<file path="src/rtl/ex_operand_stage_pkg.sv">
// Shared defines for the EX operand stage: ALU op codes and default widths.
// Operand forwarding is enabled by defining the macro EX_FORWARD_EN.
package ex_operand_stage_pkg;

    localparam int XLEN_DEF   = 32;
    localparam int REG_AW_DEF = 5;

    typedef enum logic [3:0] {
        ALU_ADD  = 4'd0,
        ALU_SUB  = 4'd1,
        ALU_AND  = 4'd2,
        ALU_OR   = 4'd3,
        ALU_XOR  = 4'd4,
        ALU_SLT  = 4'd5,
        ALU_SLTU = 4'd6,
        ALU_SLL  = 4'd7,
        ALU_SRL  = 4'd8,
        ALU_SRA  = 4'd9
    } alu_op_e;

endpackage

</file>
<file path="src/rtl/ex_operand_stage_fwd_mux.sv">
// Priority operand select for one source register: MEM result, then WB result,
// then the latched register-file value. Register x0 is never forwarded.
module ex_fwd_mux
    import ex_operand_stage_pkg::*;
#(
    parameter int XLEN   = XLEN_DEF,
    parameter int REG_AW = REG_AW_DEF
) (
    input  logic [REG_AW-1:0] rs,
    input  logic [XLEN-1:0]   rs_data,
    input  logic [REG_AW-1:0] mem_rd,
    input  logic              mem_we,
    input  logic [XLEN-1:0]   mem_result,
    input  logic [REG_AW-1:0] wb_rd,
    input  logic              wb_we,
    input  logic [XLEN-1:0]   wb_result,
    output logic [XLEN-1:0]   value
);

    logic mem_hit;
    logic wb_hit;

    assign mem_hit = mem_we && (mem_rd != '0) && (mem_rd == rs);
    assign wb_hit  = wb_we  && (wb_rd  != '0) && (wb_rd  == rs);

    always_comb begin
        value = rs_data;
        if (mem_hit) begin
            value = mem_result;
        end else if (wb_hit) begin
            value = wb_result;
        end
    end

endmodule

</file>
<file path="src/rtl/ex_operand_stage.sv">
// ID/EX pipeline register with operand select feeding the ALU and store data to MEM.
// Define EX_FORWARD_EN to forward MEM/WB results (and refresh operands while stalled).
module ex_operand_stage
    import ex_operand_stage_pkg::*;
#(
    parameter int XLEN   = XLEN_DEF,
    parameter int REG_AW = REG_AW_DEF
) (
    input  logic              clk,
    input  logic              rst_n,
    input  logic              id_valid,
    input  logic [3:0]        id_alu_op,
    input  logic [XLEN-1:0]   id_pc,
    input  logic [XLEN-1:0]   id_rs1_data,
    input  logic [XLEN-1:0]   id_rs2_data,
    input  logic [XLEN-1:0]   id_imm,
    input  logic [REG_AW-1:0] id_rs1,
    input  logic [REG_AW-1:0] id_rs2,
    input  logic [REG_AW-1:0] id_rd,
    input  logic              id_use_pc,
    input  logic              id_use_imm,
    input  logic              id_reg_we,
    input  logic              stall,
    input  logic              flush,
    input  logic [REG_AW-1:0] mem_rd,
    input  logic              mem_we,
    input  logic [XLEN-1:0]   mem_result,
    input  logic [REG_AW-1:0] wb_rd,
    input  logic              wb_we,
    input  logic [XLEN-1:0]   wb_result,
    output logic              ex_valid,
    output logic [3:0]        ex_alu_op,
    output logic [XLEN-1:0]   ex_alu_a,
    output logic [XLEN-1:0]   ex_alu_b,
    output logic [XLEN-1:0]   ex_store_data,
    output logic [REG_AW-1:0] ex_rd,
    output logic              ex_reg_we,
    output logic [XLEN-1:0]   ex_pc
);

    logic              valid_q;
    logic [3:0]        alu_op_q;
    logic [XLEN-1:0]   pc_q;
    logic [XLEN-1:0]   rs1_data_q;
    logic [XLEN-1:0]   rs2_data_q;
    logic [XLEN-1:0]   imm_q;
    logic [REG_AW-1:0] rs1_q;
    logic [REG_AW-1:0] rs2_q;
    logic [REG_AW-1:0] rd_q;
    logic              use_pc_q;
    logic              use_imm_q;
    logic              reg_we_q;
    logic [XLEN-1:0]   fwd1;
    logic [XLEN-1:0]   fwd2;

`ifdef EX_FORWARD_EN
    ex_fwd_mux #(.XLEN(XLEN), .REG_AW(REG_AW)) u_fwd1 (
        .rs         (rs1_q),
        .rs_data    (rs1_data_q),
        .mem_rd     (mem_rd),
        .mem_we     (mem_we),
        .mem_result (mem_result),
        .wb_rd      (wb_rd),
        .wb_we      (wb_we),
        .wb_result  (wb_result),
        .value      (fwd1)
    );

    ex_fwd_mux #(.XLEN(XLEN), .REG_AW(REG_AW)) u_fwd2 (
        .rs         (rs2_q),
        .rs_data    (rs2_data_q),
        .mem_rd     (mem_rd),
        .mem_we     (mem_we),
        .mem_result (mem_result),
        .wb_rd      (wb_rd),
        .wb_we      (wb_we),
        .wb_result  (wb_result),
        .value      (fwd2)
    );
`else
    // Without forwarding the hazard unit stalls until the writer retires,
    // so the latched register-file values are always current.
    logic unused_fwd;
    assign unused_fwd = ^{mem_rd, mem_we, mem_result, wb_rd, wb_we, wb_result,
                          rs1_q, rs2_q};
    assign fwd1 = rs1_data_q;
    assign fwd2 = rs2_data_q;
`endif

    always_ff @(posedge clk or negedge rst_n) begin
        if (!rst_n) begin
            valid_q    <= 1'b0;
            alu_op_q   <= ALU_ADD;
            pc_q       <= '0;
            rs1_data_q <= '0;
            rs2_data_q <= '0;
            imm_q      <= '0;
            rs1_q      <= '0;
            rs2_q      <= '0;
            rd_q       <= '0;
            use_pc_q   <= 1'b0;
            use_imm_q  <= 1'b0;
            reg_we_q   <= 1'b0;
        end else if (flush) begin
            valid_q  <= 1'b0;
            reg_we_q <= 1'b0;
        end else if (stall) begin
            // Refreshing here captures a WB value before that instruction retires.
            rs1_data_q <= fwd1;
            rs2_data_q <= fwd2;
        end else begin
            valid_q    <= id_valid;
            alu_op_q   <= id_alu_op;
            pc_q       <= id_pc;
            rs1_data_q <= id_rs1_data;
            rs2_data_q <= id_rs2_data;
            imm_q      <= id_imm;
            rs1_q      <= id_rs1;
            rs2_q      <= id_rs2;
            rd_q       <= id_rd;
            use_pc_q   <= id_use_pc;
            use_imm_q  <= id_use_imm;
            reg_we_q   <= id_reg_we;
        end
    end

    assign ex_valid      = valid_q;
    assign ex_alu_op     = alu_op_q;
    assign ex_alu_a      = use_pc_q  ? pc_q  : fwd1;
    assign ex_alu_b      = use_imm_q ? imm_q : fwd2;
    assign ex_store_data = fwd2;
    assign ex_rd         = rd_q;
    assign ex_reg_we     = valid_q & reg_we_q;
    assign ex_pc         = pc_q;

endmodule
</file>
<file path="config.mk">
export PLATFORM = sky130hd
export DESIGN_NAME = ex_operand_stage
export DESIGN_NICKNAME = d
export VERILOG_FILES = /design/src/rtl/ex_operand_stage_pkg.sv /design/src/rtl/ex_operand_stage_fwd_mux.sv /design/src/rtl/ex_operand_stage.sv
export SDC_FILE = /design/constraint.sdc
export NUM_CORES = 1
export LEC_CHECK = 0
export BUFFER_PORTS_ARGS = -buffer_cell sky130_fd_sc_hd__buf_2
export CAP_MARGIN = 15
export CORE_MARGIN = 2
export CORE_UTILIZATION = 25
export CTS_CLUSTER_SIZE = 12
export DETAILED_ROUTE_END_ITERATION = 8
export GPL_ROUTABILITY_DRIVEN = 0
export SLEW_MARGIN = 20
export SYNTH_ARGS = -nofsm -noshare
export SYNTH_HDL_FRONTEND = slang
export SYNTH_SLANG_ARGS = --single-unit
</file>
<file path="constraint.sdc">
create_clock -name clk -period 2.3 [get_ports clk]
set_input_delay 0.23 -clock clk [delete_from_list [all_inputs] [get_ports clk]]
set_output_delay 0.23 -clock clk [all_outputs]
set_load 0.01 [all_outputs]
</file>
# Word-level counts from Yosys, hierarchy flattened
# Cells that the tools add are included.
# totals
input_bits,231
register_bits,141
# classes
n_eq_ne,1
n_bitwise,3
n_reduce_logical,1
n_mux,6
# op_table
operator,count
$mux 32,2
$mux 1,4
$ne 2x1->1 const B,1
$not 1->1,2
$reduce_and 2->1,1
$and 1x1->1,1

# Longest topological paths before layout
# Gate-level depths: netlist (run 1).
# logic_depth
word_depth,2
ltp_mapped,4
depth_no_buf,2

# Worst setup path after synthesis (run 1)
# No wires, ideal clock.
# synth_path
path_kind,reg2out
from,register use_pc_q
to,output port ex_alu_a[10]
t_required_ps,2070
slack_ps,971
path_stages_with_launch,4
arrival_time_ps,1099
path_cell_list,dfrtp_1 -> clkbuf_1 -> buf_2 -> mux2_2
# synth_between
elab_chain_len,1
# synth_rtl
item,line,rtl
"start, declared",ex_operand_stage.sv:50,logic use_pc_q;
"start signal, assigned",ex_operand_stage.sv:121,use_pc_q <= id_use_pc;
$mux 32,ex_operand_stage.sv:129,assign ex_alu_a = use_pc_q ? pc_q : fwd1;
"end, declared",ex_operand_stage.sv:33,"output logic [XLEN-1:0] ex_alu_a,"
# Every way passes these cells.

# Worst setup path after layout (run 1)
# layout_path
from,register use_imm_q
to,output port ex_alu_b[24]
# layout_between
elab_chain_len,1
# layout_rtl
item,line,rtl
"start, declared",ex_operand_stage.sv:51,logic use_imm_q;
"start signal, assigned",ex_operand_stage.sv:122,use_imm_q <= id_use_imm;
$mux 32,ex_operand_stage.sv:130,assign ex_alu_b = use_imm_q ? imm_q : fwd2;
"end, declared",ex_operand_stage.sv:34,"output logic [XLEN-1:0] ex_alu_b,"
# Every way passes these cells.

==> results of run 1 <==
-- flip-flops by register name, summed over array words and instances (netlist names) --
| name | flops |
|---|---|
| reg_we_q | 1 |
| ex_pc | 32 |
| ex_rd | 5 |
| use_imm_q | 1 |
| ex_alu_op | 4 |
| use_pc_q | 1 |
| ex_store_data | 32 |
| imm_q | 32 |
| fwd1 | 32 |
| ex_valid | 1 |
-- placed cells by master (no fill, tap or decap) --
| cell type | count |
|---|---|
| inv_8 | 1 |
| buf_12 | 4 |
| buf_4 | 2 |
| clkinvlp_4 | 3 |
| nor2_4 | 1 |
| and2_1 | 1 |
| buf_6 | 1 |
| clkinv_4 | 2 |
| mux2i_1 | 2 |
| dfrtp_1 | 141 |
| clkbuf_8 | 2 |
| mux2_2 | 102 |
| inv_6 | 4 |
| mux2_4 | 101 |
| diode_2 | 1 |
| bufinv_16 | 3 |
| buf_2 | 282 |
| nor2_1 | 2 |
| clkbuf_16 | 17 |
| dlygate4sd3_1 | 1 |
-- where the power goes --
part | internal (mW) | switching [mW] | total (mW) | leakage (nW)
sequential | 2.85 | 0.226 | 3.07 | 1.66
combinational | 1.08 | 0.793 | 1.87 | 2.35
clock | 1.79 | 1.15 | 2.94 | 0.299
-- metrics by stage --
| stage | setup slack (ps) | power (mW) |
|---|---|---|
| floorplan | 971.2 | 4.234 |
| global placement | 754.1 | 5.003 |
| detailed placement | 751.9 | 5.022 |
| CTS | 294.7 | 8.052 |
| global route | 247.8 | 8.336 |
| finish | 342.3 | 7.885 |
-- synthesized netlist by cell type --
master	count	area [um^2]
and2_1	1	6.260
dfrtp_1	141	3528
nor2_2	1	6.260
mux2_2	102	1149
buf_6	13	146.4
buf_2	8	40.04
clkbuf_1	2	7.510
mux2i_1	2	20.02
mux2_4	101	1516
nor2_1	2	7.510
-- worst max-delay path, cell delays in order (launching register included) --
cell	delay, ps
dfrtp_1	320
buf_4	400
mux2_2	410
buf_2	140
-- final timing paths --
path                                              end  slack [ps]  depth (start not counted)
min in group asynchronous        fwd1[24]$_DFFE_PN0P_         340                          2
worst max-delay path                     ex_alu_b[24]         340                          3
worst max register to register  use_imm_q$_DFFE_PN0P_        1240                          2
max in group asynchronous       imm_q[26]$_DFFE_PN0P_        1310                          3
worst min-delay path             ex_valid$_DFFE_PN0P_          30                          2
worst min register to register   ex_rd[1]$_DFFE_PN0P_         500                          1
-- metal layers --
metal	GRT usage	wire, um
met1	0.1369	6613
met2	0.1801	7051
met3	0.04091	1295
met4	0.04506	249
met5	0	0
-- final cells by class --
type	instances	share of cell area
Clock buffer	19	0.05141
Multi-Input combinational cell	209	0.3076
Sequential cell	141	0.4005
Timing Repair Buffer	290	0.1734
Clock inverter	13	0.02002
Tap cell	330	0.04686
Antenna cell	1	0.0002840
-- logic make-up after synthesis --
kind of cell           after synthesis  share of synthesized area
muxes                              205                     0.4178
DFF                                141                     0.5490
buffers and inverters               23                    0.03017
and+or+nand+nor                      4                   0.003116
==> results.toml, run 1 <==
[run_status]
outcome = "complete, no violations"

[critical_path]
worstSetupPathType = "register to output port"
critPathRequiredTime_ps = 2070
startpoint = "use_imm_q$_DFFE_PN0P_"
r2r_start = "use_imm_q$_DFFE_PN0P_"
cp.arrival_ps = 1730
worstPathMaxFanout = 33
crit_path_start_kind = "register"
critPathCaptureType = "output port"

[finish]
design_area_um2 = 8811
num-fill-cells = 2477
finalCoreUtilization = 0.3499
area_delta_synth_final_pct = 37.08
nets = 890
stdcell_count = 1003
drive_above_1_share = 0.7813
seq_area_um2 = 3528
multi_input_area_um2 = 2710

[clock_tree]
clk_latency_ps = 410
clk_pin_slew_ps = 70
cts_max_path_buffers = 2
cts_setup_buffers = 0
htreeDepth = 4
cts_made_buffers = 17
cts.sinks = 141
cts_tree = "built"
hold_buffers = 1
cts-root-buf = "clkbuf_16"
post_cts_resized = 0

[floorplan]
die_width_um = 164.3
start_util = 0.2552
die_height_um = 164.3
core_area_um2 = 25180
boundaryPins = 370
rows = 58
die_area_um2 = 27010

[yosys]
syn_area_um2 = 6427
ys_seq_area_frac = 0.5490
ys_types = 10
synth_seq_cells = 141
synth_cells = 373
ys_warn_count = 0
syn_area_per_cell_um2 = 17.23
syn_nets = 604

[min_path]
hold_class = "input port to register"
hold_start = "flush"

[sta]
min_period_ps = 1958
tightest_slew_ps = 548.5
holdWs_ps = 31.69
hold_viol = 0
setup_viol = 0
max_clock_freq_mhz = 510.8
fin_skew_ps = 0
max_slew_margin = 0.6344
rsz0062_at_grt = "false"
post-route-period-util = 0.8512
drv_slew = 0
tns_ps = 0

[grt]
grt_overflow = 0
antenna_found_initial = 1
grt_pass1_wl_um = 23380
grt_pass1_vias = 4336
grt_use_total = 0.1124
grt_max_degree = 72

[power]
p_leak_nw = 4.306
power_density_nw_per_um2 = 894.9
vdd_drop_max_uv = 464.7

[drt]
drtIter0Drc = 187
vias = 4115
wirelength_um = 15210
first_pass_iters = 4
vias_per_cell = 4.103
detail-route-antenna-nets = 0
wl_per_cell_um = 15.16
drc = 0

[placed_design]
placed_area_um2 = 8169
dp_hpwl_um = 10600
portBuffers = 283
dp.cells = 969

[job]
cap_viol_max_count = 0
No activity file was read; power rests on OpenSTA's default activity.
==> run 2, diff against run 1 <==
--- a/config.mk
+++ b/config.mk
@@ -7,10 +7,10 @@
 export LEC_CHECK = 0
 export BUFFER_PORTS_ARGS = -buffer_cell sky130_fd_sc_hd__buf_2
 export CAP_MARGIN = 15
-export CORE_MARGIN = 2
-export CORE_UTILIZATION = 25
+export CORE_AREA = 2 2 142 144
 export CTS_CLUSTER_SIZE = 12
 export DETAILED_ROUTE_END_ITERATION = 8
+export DIE_AREA = 0 0 144 146
 export GPL_ROUTABILITY_DRIVEN = 0
 export SLEW_MARGIN = 20
 export SYNTH_ARGS = -nofsm -noshare
==> run 2 against run 1 <==
Against the previous run:
- sequential share of layout area increased by 0.47 points
- largest cell class unchanged
- via count increased by 1.3%
- non-clock buffer count increased by 6
- largest power group unchanged
- clock skew unchanged
- clock power decreased by 14%
- hold slack got worse by 0.76 ps
- cell count decreased by 6.1%
- critical endpoint is now ex_alu_a[14]
- critical path depth unchanged
==> results.toml, run 2 (synthesized netlist as in run 1, its figures left out) <==
[placed_design]
dp_hpwl_um = 11130
placed_area_um2 = 8158
dp.cells = 910
portBuffers = 283

[sta]
min_period_ps = 1914
hold_viol = 0
setup_viol = 0
fin_skew_ps = 0
rsz0062_at_grt = "false"
tns_ps = 0
post-route-period-util = 0.8323
max_clock_freq_mhz = 522.4
drv_slew = 0
max_slew_margin = 0.6159
tightest_slew_ps = 576.1
holdWs_ps = 30.92

[floorplan]
start_util = 0.3324
die_area_um2 = 21020
core_area_um2 = 19330
boundaryPins = 370
die_height_um = 146
rows = 51
die_width_um = 144

[critical_path]
r2r_start = "use_pc_q$_DFFE_PN0P_"
critPathCaptureType = "output port"
cpMaxStageDelayCell = "buf_4"
slowest_delay_ps = 400
cp_cell_sequence = "buf_4 > mux2_2 > buf_2"
r2r_end = "use_pc_q$_DFFE_PN0P_"
worstSetupPathType = "register to output port"
cp.arrival_ps = 1680
startpoint = "use_pc_q$_DFFE_PN0P_"
crit_path_start_kind = "register"
rr_worst_depth = 2
worstPathMaxFanout = 33
critPathRequiredTime_ps = 2070
rrSetupSlack_ps = 1250

[drt]
first_pass_iters = 3
drtIter0Drc = 87
wirelength_um = 15320
wl_per_cell_um = 16.26
drc = 0
vias_per_cell = 4.424
detail-route-antenna-nets = 0
vias = 4167

[clock_tree]
cts_tree = "built"
clk_pin_slew_ps = 60
clk_latency_ps = 400
cts_max_path_buffers = 2
htreeDepth = 4
cts.sinks = 141
cts_setup_buffers = 0
cts_made_buffers = 17
cts-root-buf = "clkbuf_16"

[min_path]
hold_depth = 2
hold_class = "input port to register"
hold_start = "flush"
min_to = "ex_valid$_DFFE_PN0P_"

[run_status]
outcome = "complete, no violations"

[grt]
grt_pass1_vias = 4643
grt_use_total = 0.1449
grt_overflow = 0
grt_pass1_wl_um = 23990
grt_max_degree = 61
antenna_found_initial = 0

[finish]
stdcell_count = 942
most-common-layout-cells = "buf_2 (282), dfrtp_1 (141), mux2_2 (102), mux2_4 (101), clkbuf_16 (17)"
nets = 896
layout_commonest_cell = "buf_2"
multi_input_area_um2 = 2710
num-fill-cells = 1815
design_area_um2 = 8710
seq_area_um2 = 3528
antenna_cells = 0
area_delta_synth_final_pct = 35.51
finalCoreUtilization = 0.4505
drive_above_1_share = 0.7814

[power]
p_leak_nw = 4.316
vdd_drop_max_uv = 479.7
power_density_nw_per_um2 = 861.2

[job]
cap_viol_max_count = 0
[run 2: changes by cell type in the layout (fill, tap and decap cells not counted), moves of 2 or more]
| cell | previous run | this run |
|---|---|---|
| clkinv_2 | 0 | 7 |
| buf_4 | 2 | 6 |
| inv_6 | 4 | 0 |
| buf_12 | 4 | 6 |
| bufinv_16 | 3 | 1 |
| clkinvlp_4 | 3 | 1 |
[run 2: worst max-delay path by stage]
stage | endpoint
detailed placement | ex_alu_a[18]
finish | ex_alu_a[14]
global placement | ex_alu_a[18]
global route | ex_alu_a[18]
CTS | ex_alu_a[18]
floorplan | ex_alu_a[10]
[run 2: critical path: cells and delay by family, from the launching register on]
kind	cells	cell delay (ps)
DFF	1	320
buffers and inverters	2	540
muxes	1	400
[run 2: cell type report]
type | instances | share of cell area
clock inverters | 12 | 0.01135
flip-flops and latches | 141 | 0.4051
multi-input cells | 209 | 0.3112
well taps | 265 | 0.03807
repair buffers | 296 | 0.1835
clock buffers | 19 | 0.05085
[run 2: what timing repair did]
item	4_1_cts	5_1_grt
endpoints found under the hold margin	57	0
hold buffers	1	0
gates resized for setup	0	0
[run 2: metrics by stage]
step                worst slack [ps]  power (mW)
floorplan                      971.2       4.234
global placement               793.4       4.992
CTS                            332.3       7.628
finish                         385.7       7.500
detailed placement             792.6       5.039
global route                   286.6       7.914
[run 2: routing by layer]
metal,vias to the layer above,GRT usage,part of all wire
met5,-,0,0
met4,0,0.04755,0.015
met2,184,0.2471,0.48
li1,1915,-,-
met1,2053,0.1704,0.42
met3,15,0.04870,0.082
[run 2: power by group]
part	internal (mW)	total, mW	switching (mW)	leakage (nW)
registers	2.85	3.09	0.238	1.66
clock network	1.50	2.53	1.03	0.272
logic	1.09	1.89	0.795	2.39
